--- src/rtl/conv25d_seq_if.sv ---
// Handshake and result bundle between the frame sequencer and its upstream/downstream peers.
interface conv25d_seq_if #(
    parameter int unsigned CW = 3,
    parameter int unsigned RW = 3
);
    logic          start;
    logic          in_valid;
    logic          in_ready;
    logic          dp_advance;
    logic          out_valid;
    logic [CW-1:0] out_col;
    logic [RW-1:0] out_row;
    logic          busy;
    logic          frame_done;

    modport master (
        output start, in_valid,
        input  in_ready, dp_advance, out_valid, out_col, out_row, busy, frame_done
    );

    modport slave (
        input  start, in_valid,
        output in_ready, dp_advance, out_valid, out_col, out_row, busy, frame_done
    );
endinterface

--- src/rtl/conv25d_seq.sv ---
// Frame sequencer for a 2.5D convolution datapath: walks the input raster, tags pixels that
// complete a full KxK window and delays the tag to line up with the datapath result.
module conv25d_seq #(
    parameter int unsigned IMG_WIDTH  = 6,
    parameter int unsigned IMG_HEIGHT = 6,
    parameter int unsigned K_SIZE     = 4,
    parameter int unsigned PIPE_LAT   = 6,
    localparam int unsigned CW        = $clog2(IMG_WIDTH),
    localparam int unsigned RW        = $clog2(IMG_HEIGHT)
) (
    input logic         clock,
    input logic         reset,
    conv25d_seq_if.slave bus
);
    localparam int unsigned DW = $clog2(PIPE_LAT + 1);
    localparam logic [CW-1:0] ColLast = CW'(IMG_WIDTH - 1);
    localparam logic [RW-1:0] RowLast = RW'(IMG_HEIGHT - 1);
    localparam logic [CW-1:0] ColOff  = CW'(K_SIZE - 1);
    localparam logic [RW-1:0] RowOff  = RW'(K_SIZE - 1);

    typedef enum logic [1:0] {StIdle, StActive, StDrain} state_e;

    state_e        state_q, state_d;
    logic [CW-1:0] col_q, col_d;
    logic [RW-1:0] row_q, row_d;
    logic [DW-1:0] drain_q, drain_d;
    logic          done_q, done_d;

    logic          tag_v_q [PIPE_LAT];
    logic [CW-1:0] tag_c_q [PIPE_LAT];
    logic [RW-1:0] tag_r_q [PIPE_LAT];

    logic          accept;
    logic          push_v;
    logic [CW-1:0] push_c;
    logic [RW-1:0] push_r;

    assign accept = bus.in_valid && (state_q == StActive);

    always_comb begin
        state_d = state_q;
        col_d   = col_q;
        row_d   = row_q;
        drain_d = drain_q;
        done_d  = 1'b0;
        unique case (state_q)
            StIdle: begin
                if (bus.start) state_d = StActive;
            end
            StActive: begin
                if (accept) begin
                    if (col_q == ColLast) begin
                        col_d = '0;
                        if (row_q == RowLast) begin
                            row_d   = '0;
                            state_d = StDrain;
                            drain_d = DW'(PIPE_LAT - 1);
                        end else begin
                            row_d = row_q + RW'(1);
                        end
                    end else begin
                        col_d = col_q + CW'(1);
                    end
                end
            end
            StDrain: begin
                if (drain_q == '0) begin
                    state_d = StIdle;
                    done_d  = 1'b1;
                end else begin
                    drain_d = drain_q - DW'(1);
                end
            end
            default: state_d = StIdle;
        endcase
    end

    // Columns left of K_SIZE-1 would form windows that wrap across a row boundary.
    assign push_v = accept && (col_q >= ColOff) && (row_q >= RowOff);
    assign push_c = push_v ? (col_q - ColOff) : '0;
    assign push_r = push_v ? (row_q - RowOff) : '0;

    always_ff @(posedge clock or negedge reset) begin
        if (!reset) begin
            state_q <= StIdle;
            col_q   <= '0;
            row_q   <= '0;
            drain_q <= '0;
            done_q  <= 1'b0;
        end else begin
            state_q <= state_d;
            col_q   <= col_d;
            row_q   <= row_d;
            drain_q <= drain_d;
            done_q  <= done_d;
        end
    end

    // Free-running so a stalled input only inserts bubbles rather than freezing results.
    always_ff @(posedge clock or negedge reset) begin
        if (!reset) begin
            for (int i = 0; i < PIPE_LAT; i++) begin
                tag_v_q[i] <= 1'b0;
                tag_c_q[i] <= '0;
                tag_r_q[i] <= '0;
            end
        end else begin
            tag_v_q[0] <= push_v;
            tag_c_q[0] <= push_c;
            tag_r_q[0] <= push_r;
            for (int i = 1; i < PIPE_LAT; i++) begin
                tag_v_q[i] <= tag_v_q[i-1];
                tag_c_q[i] <= tag_c_q[i-1];
                tag_r_q[i] <= tag_r_q[i-1];
            end
        end
    end

    assign bus.in_ready   = (state_q == StActive);
    assign bus.dp_advance = accept;
    assign bus.busy       = (state_q != StIdle);
    assign bus.frame_done = done_q;
    assign bus.out_valid  = tag_v_q[PIPE_LAT-1];
    assign bus.out_col    = tag_v_q[PIPE_LAT-1] ? tag_c_q[PIPE_LAT-1] : '0;
    assign bus.out_row    = tag_v_q[PIPE_LAT-1] ? tag_r_q[PIPE_LAT-1] : '0;
endmodule

--- src/flat_wrapper.sv ---
// flat-port wrapper written by rule: the top's interface ports become plain ports
module conv25d_seq_flat 
#(
    parameter int unsigned IMG_WIDTH  = 6,
    parameter int unsigned IMG_HEIGHT = 6,
    parameter int unsigned K_SIZE     = 4,
    parameter int unsigned PIPE_LAT   = 6,
    localparam int unsigned CW        = $clog2(IMG_WIDTH),
    localparam int unsigned RW        = $clog2(IMG_HEIGHT)
)
  (clock, reset, bus_start, bus_in_valid, bus_in_ready, bus_dp_advance, bus_out_valid, bus_out_col, bus_out_row, bus_busy, bus_frame_done);
  conv25d_seq_if #(.CW(CW), .RW(RW)) bus_i ();
  input logic clock;
  input logic reset;
  input wire logic [$bits(bus_i.start)-1:0] bus_start;
  input wire logic [$bits(bus_i.in_valid)-1:0] bus_in_valid;
  output wire logic [$bits(bus_i.in_ready)-1:0] bus_in_ready;
  output wire logic [$bits(bus_i.dp_advance)-1:0] bus_dp_advance;
  output wire logic [$bits(bus_i.out_valid)-1:0] bus_out_valid;
  output wire logic [$bits(bus_i.out_col)-1:0] bus_out_col;
  output wire logic [$bits(bus_i.out_row)-1:0] bus_out_row;
  output wire logic [$bits(bus_i.busy)-1:0] bus_busy;
  output wire logic [$bits(bus_i.frame_done)-1:0] bus_frame_done;
  assign bus_i.start = bus_start;
  assign bus_i.in_valid = bus_in_valid;
  assign bus_in_ready = bus_i.in_ready;
  assign bus_dp_advance = bus_i.dp_advance;
  assign bus_out_valid = bus_i.out_valid;
  assign bus_out_col = bus_i.out_col;
  assign bus_out_row = bus_i.out_row;
  assign bus_busy = bus_i.busy;
  assign bus_frame_done = bus_i.frame_done;
  conv25d_seq #(.IMG_WIDTH(IMG_WIDTH), .IMG_HEIGHT(IMG_HEIGHT), .K_SIZE(K_SIZE), .PIPE_LAT(PIPE_LAT)) u_core (.clock(clock), .reset(reset), .bus(bus_i));
endmodule
--- config.mk ---
export PLATFORM = sky130hd
export DESIGN_NAME = conv25d_seq_flat
export DESIGN_NICKNAME = d
export VERILOG_FILES = /design/src/rtl/conv25d_seq_if.sv /design/src/rtl/conv25d_seq.sv /design/src/flat_wrapper.sv
export SDC_FILE = /design/constraint.sdc
export NUM_CORES = 1
export LEC_CHECK = 0
export CORE_ASPECT_RATIO = 1.1
export CORE_MARGIN = 2
export CORE_UTILIZATION = 45
export DETAILED_ROUTE_END_ITERATION = 12
export PLACE_DENSITY = 0.6
export SYNTH_ARGS = -nofsm -noshare
export SYNTH_HDL_FRONTEND = slang
export SYNTH_SLANG_ARGS = --single-unit
export TNS_END_PERCENT = 50
--- constraint.sdc ---
create_clock -name clock -period 1.6 [get_ports clock]
set_input_delay 0.32 -clock clock [delete_from_list [all_inputs] [get_ports clock]]
set_output_delay 0.32 -clock clock [all_outputs]
set_load 0.02 [all_outputs]
==> out/metrics.cfg, run 1 <==
[setup_path]
path_class = reg -> out
critPathRequiredTime_ns = 1.28
cpMaxStageDelayCell = clkdlybuf4s50_1
arrival_ns = 1.21
cp_max_fo = 1
critPathTopFamily = buffers and inverters
start_kind = flop
critPathBufInv = 1
cp-end-kind = primary output
cp_cell_sequence = clkdlybuf4s50_1
critPathMaxStageDelay_ns = 0.59

[sta]
hold_viol = 0
setup_violations = 0
worst_slew_pin_slew_ns = 0.268
slew_headroom_pct = 82.1
finalCriticalPeriod_ns = 1.53
max_clock_freq_mhz = 654
setup_slack_ns = 0.0706
rsz0062_at_grt = true
finalCritPeriodShare_pct = 95.6
final-max-slew-violation-count = 0
fin_skew_ns = 0.00533

[hold_path]
min_path_type = in -> async

[detailed_routing]
drc_errors = 0
drtIter0Drc = 37
totalWireLength_um = 2580
dr_total_vias = 1027
drtPass1Iterations = 4
routedWlPerCell_um = 11.7
antenna_left = 0
vias_per_cell = 4.65

[global_route]
antenna_found_initial = 0
grt_pass1_wl_um = 4690
grt_util_all_layers_pct = 13.3
grt_max_degree = 55
grt_pass1_vias = 1136
grt-ovfl-total = 0

[yosys]
syn-instance-count = 132
synth_cell_types = 24
syn_nets = 149
ys_seq_area_share_pct = 71.9
synth-edff-count = 0
synth_top_area_share_pct = 71.9
yosys_most_used_dff = dfrtp_1
ys_warn_count = 0
synthTopCellsByArea = dfrtp_1 72%, ha_1 8.7%, and2_1 3.0%, inv_1 2.4%, nand2_1 2.0%
synth_seq_cells = 54
yosys.area.top_type = dfrtp_1
async_reset_ff_share_pct = 100
avgSynthCellArea_sq_um = 14.2
netlist_area_sq_mm = 0.00188

[clocking]
ctsHoldBuffers = 0
cts_made_buffers = 5
htree_levels = 2
path_clk_slew_ns = 0.09
cts_buffer_depth = 2
cts_root_buf = clkbuf_8
cts_tree = yes
clk_latency_ns = 0.29
cts_num_sinks = 54
post_cts_buffers = 0

[power]
power_density_mw_per_mm2 = 1530
seqPwrFrac_pct = 43.9
p_sw_mw = 1.10
swShare_pct = 30.4
leakagePower_nw = 1.22
power_frac_clock_pct = 21.9
pwr-share-comb_pct = 34.2
p_total_mw = 3.63
p_int_mw = 2.53
peakVddDrop_mv = 0.710

[floorplanning]
dieArea_sq_mm = 0.00471
row_count = 24
io_pins = 15
die_y_um = 71.8
design.core.area_sq_mm = 0.00399
dieWidth_um = 65.6
start_util_pct = 47.1

[place]
hpwl_um = 1780
place.gp.congestion = 0.857
dp_slack_ns = -0.247
postPlaceCellArea_sq_mm = 0.00220
port-buffer-count = 14

[cells_and_area]
final_nets = 185
post_route_cells_drive_above_1_share_pct = 28.4
final_area_sq_mm = 0.00238
num-fill-cells = 327
layout-area-overhead-vs-synth_pct = 26.5
antenna_cells = 0
final_util_pct = 59.5

[flow_run]
drv_cap = 0

[status]
status = completed

area by class of cell:
class                   count  area, sq um  area share (%)
clock buffers               7         96.3            4.05
clock inverters             1         8.76           0.368
flip-flops and latches     54         1350            56.9
inverters                  13         48.8            2.05
multi-input cells          65          563            23.7
repair buffers             29          241            10.2
well taps                  52         65.1            2.74
power by group through the flow:
stage / Combinational [mW] / Clock, mW / Sequential [mW]
2_1_floorplan: 0.534 / 0 / 1.58
3_3_place_gp: 0.986 / 0 / 1.59
3_5_place_dp: 1.04 / 0 / 1.60
4_1_cts: 1.05 / 0.828 / 1.57
5_1_grt: 1.37 / 0.887 / 1.61
6_report: 1.24 / 0.793 / 1.59
path summary, 6_finish.rpt:
| kind | from | slack, ns | cells after the start | to |
|---|---|---|---|---|
| max in group asynchronous | reset | 1.35 | 2 | u_core.col_q[0] |
| worst max register to register | u_core.state_q[1] | 0.08 | 7 | u_core.state_q[1] |
| worst min register to register | u_core.tag_c_q[8] | 0.35 | 0 | u_core.tag_c_q[5] |
| min in group clock | u_core.tag_c_q[8] | 0.35 | 0 | u_core.tag_c_q[5] |
| worst min-delay path | reset | 0.005 | 2 | u_core.tag_c_q[11] |
| worst max-delay path | u_core.bus.frame_done | 0.07 | 1 | bus_frame_done |
flip-flops by register name, summed over array words and instances, names as in the netlist:
signal                 flops
u_core.bus.frame_done      1
u_core.tag_v_q             5
u_core.drain_q             3
u_core.bus.out_valid       1
u_core.tag_r_q            18
u_core.tag_c_q            18
u_core.state_q             2
u_core.col_q               3
u_core.row_q               3
cells in the final DEF (no fill, tap or decap), types with 3 or more instances in the layout:
master | netlist | final
inv_1 | 12 | 9
dlygate4sd2_1 | 0 | 7
nand2_1 | 10 | 9
nor2_1 | 6 | 6
inv_2 | 1 | 4
clkdlybuf4s50_1 | 0 | 3
buf_4 | 0 | 16
and2_1 | 9 | 9
clkbuf_8 | 0 | 7
ha_1 | 13 | 9
ha_4 | 0 | 3
dfrtp_1 | 54 | 52
what timing repair did:
item                                    CTS  global route
pin swaps                                 0             1
resized for setup                        22            21
endpoints found under the setup margin   12            11
logic make-up after synthesis:
logic type | Yosys count | synth area share (%)
buffers and inverters | 13 | 2.60
flip-flops | 54 | 71.9
AND/OR/NAND/NOR | 33 | 9.12
AO/OA/AOI/OAI | 17 | 6.52
adder cells (fa/ha/maj) | 13 | 8.66
multiplexers | 2 | 1.20
cell usage after synthesis, types with 2 or more instances:
library cell,n
and2_1,9
a21o_1,2
mux2_1,2
a211oi_1,2
dfrtp_1,54
nand2_1,10
o21ai_0,3
ha_1,13
inv_1,12
o31ai_1,3
nand2b_1,2
nor2_1,6
o22ai_1,2
nand3_1,2
per-layer routing:
metal | vias up | GRT usage (%) | part of all wire (%)
li1 | 502 | - | -
met2 | 18 | 22.8 | 50
met5 | - | 0 | 0
met4 | 0 | 7.64 | 1.6
met3 | 5 | 3.30 | 4.0
met1 | 502 | 15.0 | 44
stage by stage:
step	setup TNS [ns]	cells	hold WS, ns
floorplan	0	132	0.0244
global placement	-0.878	213	0.328
detailed placement	-1.06	213	0.330
CTS	0	221	0.00645
global route	-0.00819	221	0.0202
finish	0	221	0.00513
Note: power is estimated with default switching activity, not from simulation.
==> run 2: changes to the inputs <==
- CORE_MARGIN: 2 -> 4
- SLEW_MARGIN: not set -> 10
==> run 2 against run 1 <==
Die area increased by 12%. Clock power up 11%. Wire length increased by 3.6%. Largest cell class unchanged. Hold slack better by 0.0025 ns. Critical endpoint is now u_core.state_q[1].
==> out/metrics.cfg, run 2 (synthesis results as in run 1) <==
[power]
peakVddDrop_mv = 0.685  ; -3.6%
power_density_mw_per_mm2 = 1540  ; +0.88%
seqPwrFrac_pct = 43.6  ; -0.3 points
pwr-share-comb_pct = 32.2  ; -2.0 points
swShare_pct = 29.2  ; -1.1 points
p_total_mw = 3.65  ; +0.72%
p_sw_mw = 1.07  ; -3.0%
p_int_mw = 2.59  ; +2.3%
leakagePower_nw = 1.22  ; -0.13%
power_frac_clock_pct = 24.1  ; +2.2 points

[floorplanning]
row_count = 24  ; unchanged
die_y_um = 75.8  ; +5.6%
design.core.area_sq_mm = 0.00399  ; unchanged
dieWidth_um = 69.6  ; +6.1%
io_pins = 15  ; unchanged
dieArea_sq_mm = 0.00528  ; +12%
start_util_pct = 47.1  ; unchanged

[place]
place.gp.congestion = 0.804  ; -6.2%
hpwl_um = 1830  ; +2.5%
place_inst = 212  ; -0.47%
port-buffer-count = 14  ; unchanged
postPlaceCellArea_sq_mm = 0.00220  ; -0.34%

[global_route]
grt-ovfl-total = 0  ; unchanged
grt_pass1_vias = 1022  ; -10%
grt_pass1_wl_um = 4520  ; -3.7%
grt_util_all_layers_pct = 11.0  ; -2.3 points
antenna_found_initial = 0  ; unchanged
grt_max_degree = 55  ; unchanged

[detailed_routing]
vias_per_cell = 4.76  ; +2.4%
routedWlPerCell_um = 12.1  ; +4.0%
dr_total_vias = 1047  ; +1.9%
drtPass1Iterations = 5  ; +1
drtIter0Drc = 46  ; +24%
totalWireLength_um = 2670  ; +3.6%
antenna_left = 0  ; unchanged
drc_errors = 0  ; unchanged

[cells_and_area]
antenna_cells = 0  ; unchanged
mostFrequentLayoutCells = 52 x dfrtp_1, 16 x buf_4, 10 x inv_1, 10 x nand2_1
layout-area-overhead-vs-synth_pct = 26.3
post_route_cells_drive_above_1_share_pct = 25.6  ; -2.8 points
final_util_pct = 59.4  ; -0.094 points
reg_top3 = u_core.tag_c_q x18, u_core.tag_r_q x18, u_core.tag_v_q x5
final_nets = 185  ; unchanged
final_common_cell = dfrtp_1
final_area_sq_mm = 0.00237  ; -0.16%
layoutNonFillerInstCount = 220  ; -0.45%
num-fill-cells = 307  ; -6.1%

[setup_path]
cp_cell_sequence = inv_2, buf_4, ha_4, inv_1, buf_4, o211ai_4, mux2_1
crit-reg2reg-launch = u_core.state_q[1]
critPathMaxStageDelay_ns = 0.40  ; -0.19 ns
rr_worst_depth = 7  ; unchanged
cpMaxStageDelayCell = dfrtp_1
cp_max_fo = 3  ; +2
path_class = reg -> reg
start_kind = flop
cp-end-kind = flop
cpMostUsedCell = buf_4
critPathRequiredTime_ns = 1.78  ; +0.50 ns
arrival_ns = 1.74  ; +0.53 ns
critPathTopFamily = flip-flops
critPathBufInv = 4  ; +3
startpoint = u_core.state_q[1]
crit_cells = 7  ; +6

[sta]
worst_slew_pin_slew_ns = 0.272  ; +0.00456 ns
finalCritPeriodShare_pct = 97.1  ; +1.5 points
slew_headroom_pct = 81.8  ; -0.30 points
fin_setup_tns_ns = 0  ; unchanged
max_clock_freq_mhz = 644  ; -1.6%
fin_skew_ns = 0.00627  ; +0.000940 ns
finalCriticalPeriod_ns = 1.55  ; +0.0244 ns
hold_viol = 0  ; unchanged
rsz0062_at_grt = true
final-max-slew-violation-count = 0  ; unchanged
setup_violations = 0  ; unchanged

[clocking]
cts_made_buffers = 5  ; unchanged
cts_num_sinks = 54  ; unchanged
path_clk_slew_ns = 0.09  ; about the same
cts_buffer_depth = 2  ; unchanged
ctsHoldBuffers = 0  ; unchanged
htree_levels = 2  ; unchanged
clk_latency_ns = 0.29  ; about the same
cts_root_buf = clkbuf_8
cts_tree = yes

[status]
status = completed

[flow_run]
drv_cap = 0  ; unchanged

[hold_path]
min_path_type = in -> async

[run 2: power groups by stage]
stage	registers (mW)	logic, mW	clock network (mW)
floorplan	1.58	0.534	0
global placement	1.59	0.953	0
detailed placement	1.60	1.01	0
CTS	1.57	0.983	0.917
global route	1.61	1.32	0.974
finish	1.59	1.18	0.882
[run 2: worst paths after layout]
kind,end,slack [ns]
setup / recovery,u_core.state_q[1],0.05
hold / removal,u_core.tag_c_q[0],0.008
setup reg to reg,u_core.state_q[1],0.05
hold reg to reg,u_core.bus.out_valid,0.35
max in group asynchronous,u_core.state_q[0],1.35
min in group clock,u_core.bus.out_valid,0.35
[run 2: cell type report]
class,instances,area [sq um],area share [%]
sequential,54,1350,57.0
tap,52,65.1,2.74
clock buffer,6,82.6,3.48
inverter,13,48.8,2.06
multi-input combinational,65,552,23.2
clock inverter,1,30.0,1.27
timing repair buffer,29,241,10.2
[run 2: per-layer routing]
| layer | wire, um | track usage, % | vias up |
|---|---|---|---|
| met2 | 1380 | 19.5 | 21 |
| met5 | 0 | 0 | - |
| met4 | 13 | 5.32 | 0 |
| met1 | 1130 | 12.4 | 520 |
| met3 | 143 | 3.56 | 2 |
| li1 | - | - | 504 |
[run 2: stage by stage]
stage	setup WS [ns]	hold slack (ns)
final	0.0461	0.00761
after global routing	-0.0324	0.0203
after CTS	0.000231	0.00886
after detailed placement	-0.245	0.332
after global placement	-0.249	0.329
after floorplan	0.00495	0.0244
[run 2: what timing repair did]
| action | CTS | global route |
|---|---|---|
| gates cloned | 0 | 0 |
| setup endpoints to repair | 10 | 9 |
| pin swaps | 0 | 2 |
| endpoints found under the hold margin | 0 | 0 |
| resized for setup | 20 | 19 |
| buffers inserted | 0 | 1 |
==> run 3: changes to the inputs <==
- CORE_MARGIN: 4 -> 5
- CTS_CLUSTER_SIZE: not set -> 28
==> run 3 against run 2 <==
Global-route usage decreased by 0.38 points. First-iteration DRC count grew 63%. Setup slack better by 0.015 ns. Critical path type is now reg -> out.
==> out/metrics.cfg, run 3 (synthesis results as in run 1) <==
[global_route]
grt_util_all_layers_pct = 10.7  ; -0.38 points
grt_max_degree = 55  ; unchanged
grt_pass1_wl_um = 4660  ; +3.2%
antenna_found_initial = 0  ; unchanged
grt-ovfl-total = 0  ; unchanged
grt_pass1_vias = 1114  ; +9.0%

[power]
p_total_mw = 3.60  ; -1.4%
peakVddDrop_mv = 0.963  ; +41%
power_density_mw_per_mm2 = 1520  ; -0.94%
leakagePower_nw = 1.21  ; -0.72%

[sta]
hold_ws_ns = 0.00145  ; -0.00615 ns
final-max-slew-violation-count = 0  ; unchanged
finalCriticalPeriod_ns = 1.54  ; -0.0151 ns
worst_slew_pin_slew_ns = 0.271  ; -0.00169 ns
finalCritPeriodShare_pct = 96.2  ; -0.94 points
max_clock_freq_mhz = 650  ; +0.98%
setup_slack_ns = 0.0612  ; +0.0151 ns
fin_skew_ns = 0.00660  ; +0.000333 ns
slew_headroom_pct = 81.9  ; +0.11 points
setup_violations = 0  ; unchanged
hold_viol = 0  ; unchanged
fin_setup_tns_ns = 0  ; unchanged

[floorplanning]
dieWidth_um = 71.6  ; +2.9%
dieArea_sq_mm = 0.00557  ; +5.6%
die_y_um = 77.8  ; +2.6%
io_pins = 15  ; unchanged
row_count = 24  ; unchanged
start_util_pct = 47.1  ; unchanged
design.core.area_sq_mm = 0.00399  ; unchanged

[detailed_routing]
drc_errors = 0  ; unchanged
totalWireLength_um = 2720  ; +1.9%
routedWlPerCell_um = 12.3  ; +1.4%
drtIter0Drc = 75  ; +63%
dr_total_vias = 1050  ; +0.29%
drtPass1Iterations = 4  ; -1
vias_per_cell = 4.75  ; -0.17%
antenna_left = 0  ; unchanged

[setup_path]
critPathTopFamily = buffers and inverters
cpMaxStageDelayCell = clkdlybuf4s50_1
crit_cells = 1  ; -6
r2r_end = u_core.state_q[1]
cp_cell_sequence = clkdlybuf4s50_1
path_class = reg -> out
reg2reg_slack_ns = 0.07  ; +0.02 ns
critPathMaxStageDelay_ns = 0.59  ; +0.19 ns
startpoint = u_core.bus.frame_done
critPathBufInv = 1  ; -3
cp-end-kind = primary output
cp_max_fo = 1  ; -2
rr_worst_depth = 6  ; -1
critPathRequiredTime_ns = 1.28  ; -0.50 ns
crit-reg2reg-launch = u_core.col_q[1]
start_kind = flop
arrival_ns = 1.22  ; -0.52 ns

[clocking]
cts_root_buf = clkbuf_8
cts_num_sinks = 54  ; unchanged
cts_tree = yes
cts_made_buffers = 5  ; unchanged
path_clk_slew_ns = 0.09  ; about the same
htree_levels = 2  ; unchanged
clk_latency_ns = 0.30  ; about the same
cts_buffer_depth = 2  ; unchanged
ctsHoldBuffers = 0  ; unchanged

[cells_and_area]
final_area_sq_mm = 0.00236  ; -0.42%
mostFrequentLayoutCells = 52 x dfrtp_1, 16 x buf_4, 10 x inv_1
layoutNonFillerInstCount = 221  ; +0.45%
post_route_cells_drive_above_1_share_pct = 27.8  ; +2.2 points
final_util_pct = 59.2  ; -0.25 points
reg_top3 = u_core.tag_c_q x18, u_core.tag_r_q x18, u_core.tag_v_q x5
num-fill-cells = 312  ; +1.6%
layout-area-overhead-vs-synth_pct = 25.8
final_common_cell = dfrtp_1
final_nets = 185  ; unchanged
antenna_cells = 0  ; unchanged

[flow_run]
drv_cap = 0  ; unchanged

[place]
place.gp.congestion = 0.798  ; -0.77%
hpwl_um = 1840  ; +0.71%
dp_slack_ns = -0.257  ; -0.0128 ns
postPlaceCellArea_sq_mm = 0.00219  ; -0.34%
place_inst = 211  ; -0.47%
port-buffer-count = 14  ; unchanged

[hold_path]
min_path_type = in -> async

[status]
status = completed

-- run 3: changes by cell type in the layout (fill, tap and decap cells not counted), sizes merged --
cell,change
clkinvlp,+1
-- run 3: worst max path at each step --
stage	end	slack (ns)
CTS	u_core.state_q[1]	0.009
detailed placement	bus_dp_advance	-0.26
floorplan	u_core.tag_r_q[17]	0.005
global route	u_core.state_q[1]	-0.01
finish	bus_frame_done	0.06
global placement	bus_dp_advance	-0.25
-- run 3: repair_timing --
item                       in CTS  in global routing
pin swaps                       0                  2
setup buffers                   0                  2
resized for setup              22                 18
setup endpoints to repair      12                  9
-- run 3: final cells by class --
| type | instances | area (sq um) | share of cell area, % |
|---|---|---|---|
| flip-flops and latches | 54 | 1350 | 57.3 |
| multi-input cells | 65 | 544 | 23.0 |
| repair buffers | 29 | 241 | 10.2 |
| clock buffers | 6 | 72.6 | 3.07 |
| well taps | 52 | 65.1 | 2.75 |
| inverters | 13 | 48.8 | 2.06 |
| clock inverters | 2 | 37.5 | 1.59 |
-- run 3: power by group --
group	leakage [nW]	internal, mW	total [mW]	switching, mW
clock network	0.0514	0.467	0.871	0.405
logic	0.428	0.565	1.13	0.565
registers	0.734	1.48	1.60	0.121
total	1.21	2.51	3.60	1.09
-- run 3: routing by layer --
metal / wire length, um / vias up / track usage, %
li1: - / 504 / -
met1: 1150 / 521 / 12.6
met2: 1370 / 20 / 17.2
met3: 148 / 5 / 4.13
met4: 51 / 0 / 4.70
met5: 0 / - / 0
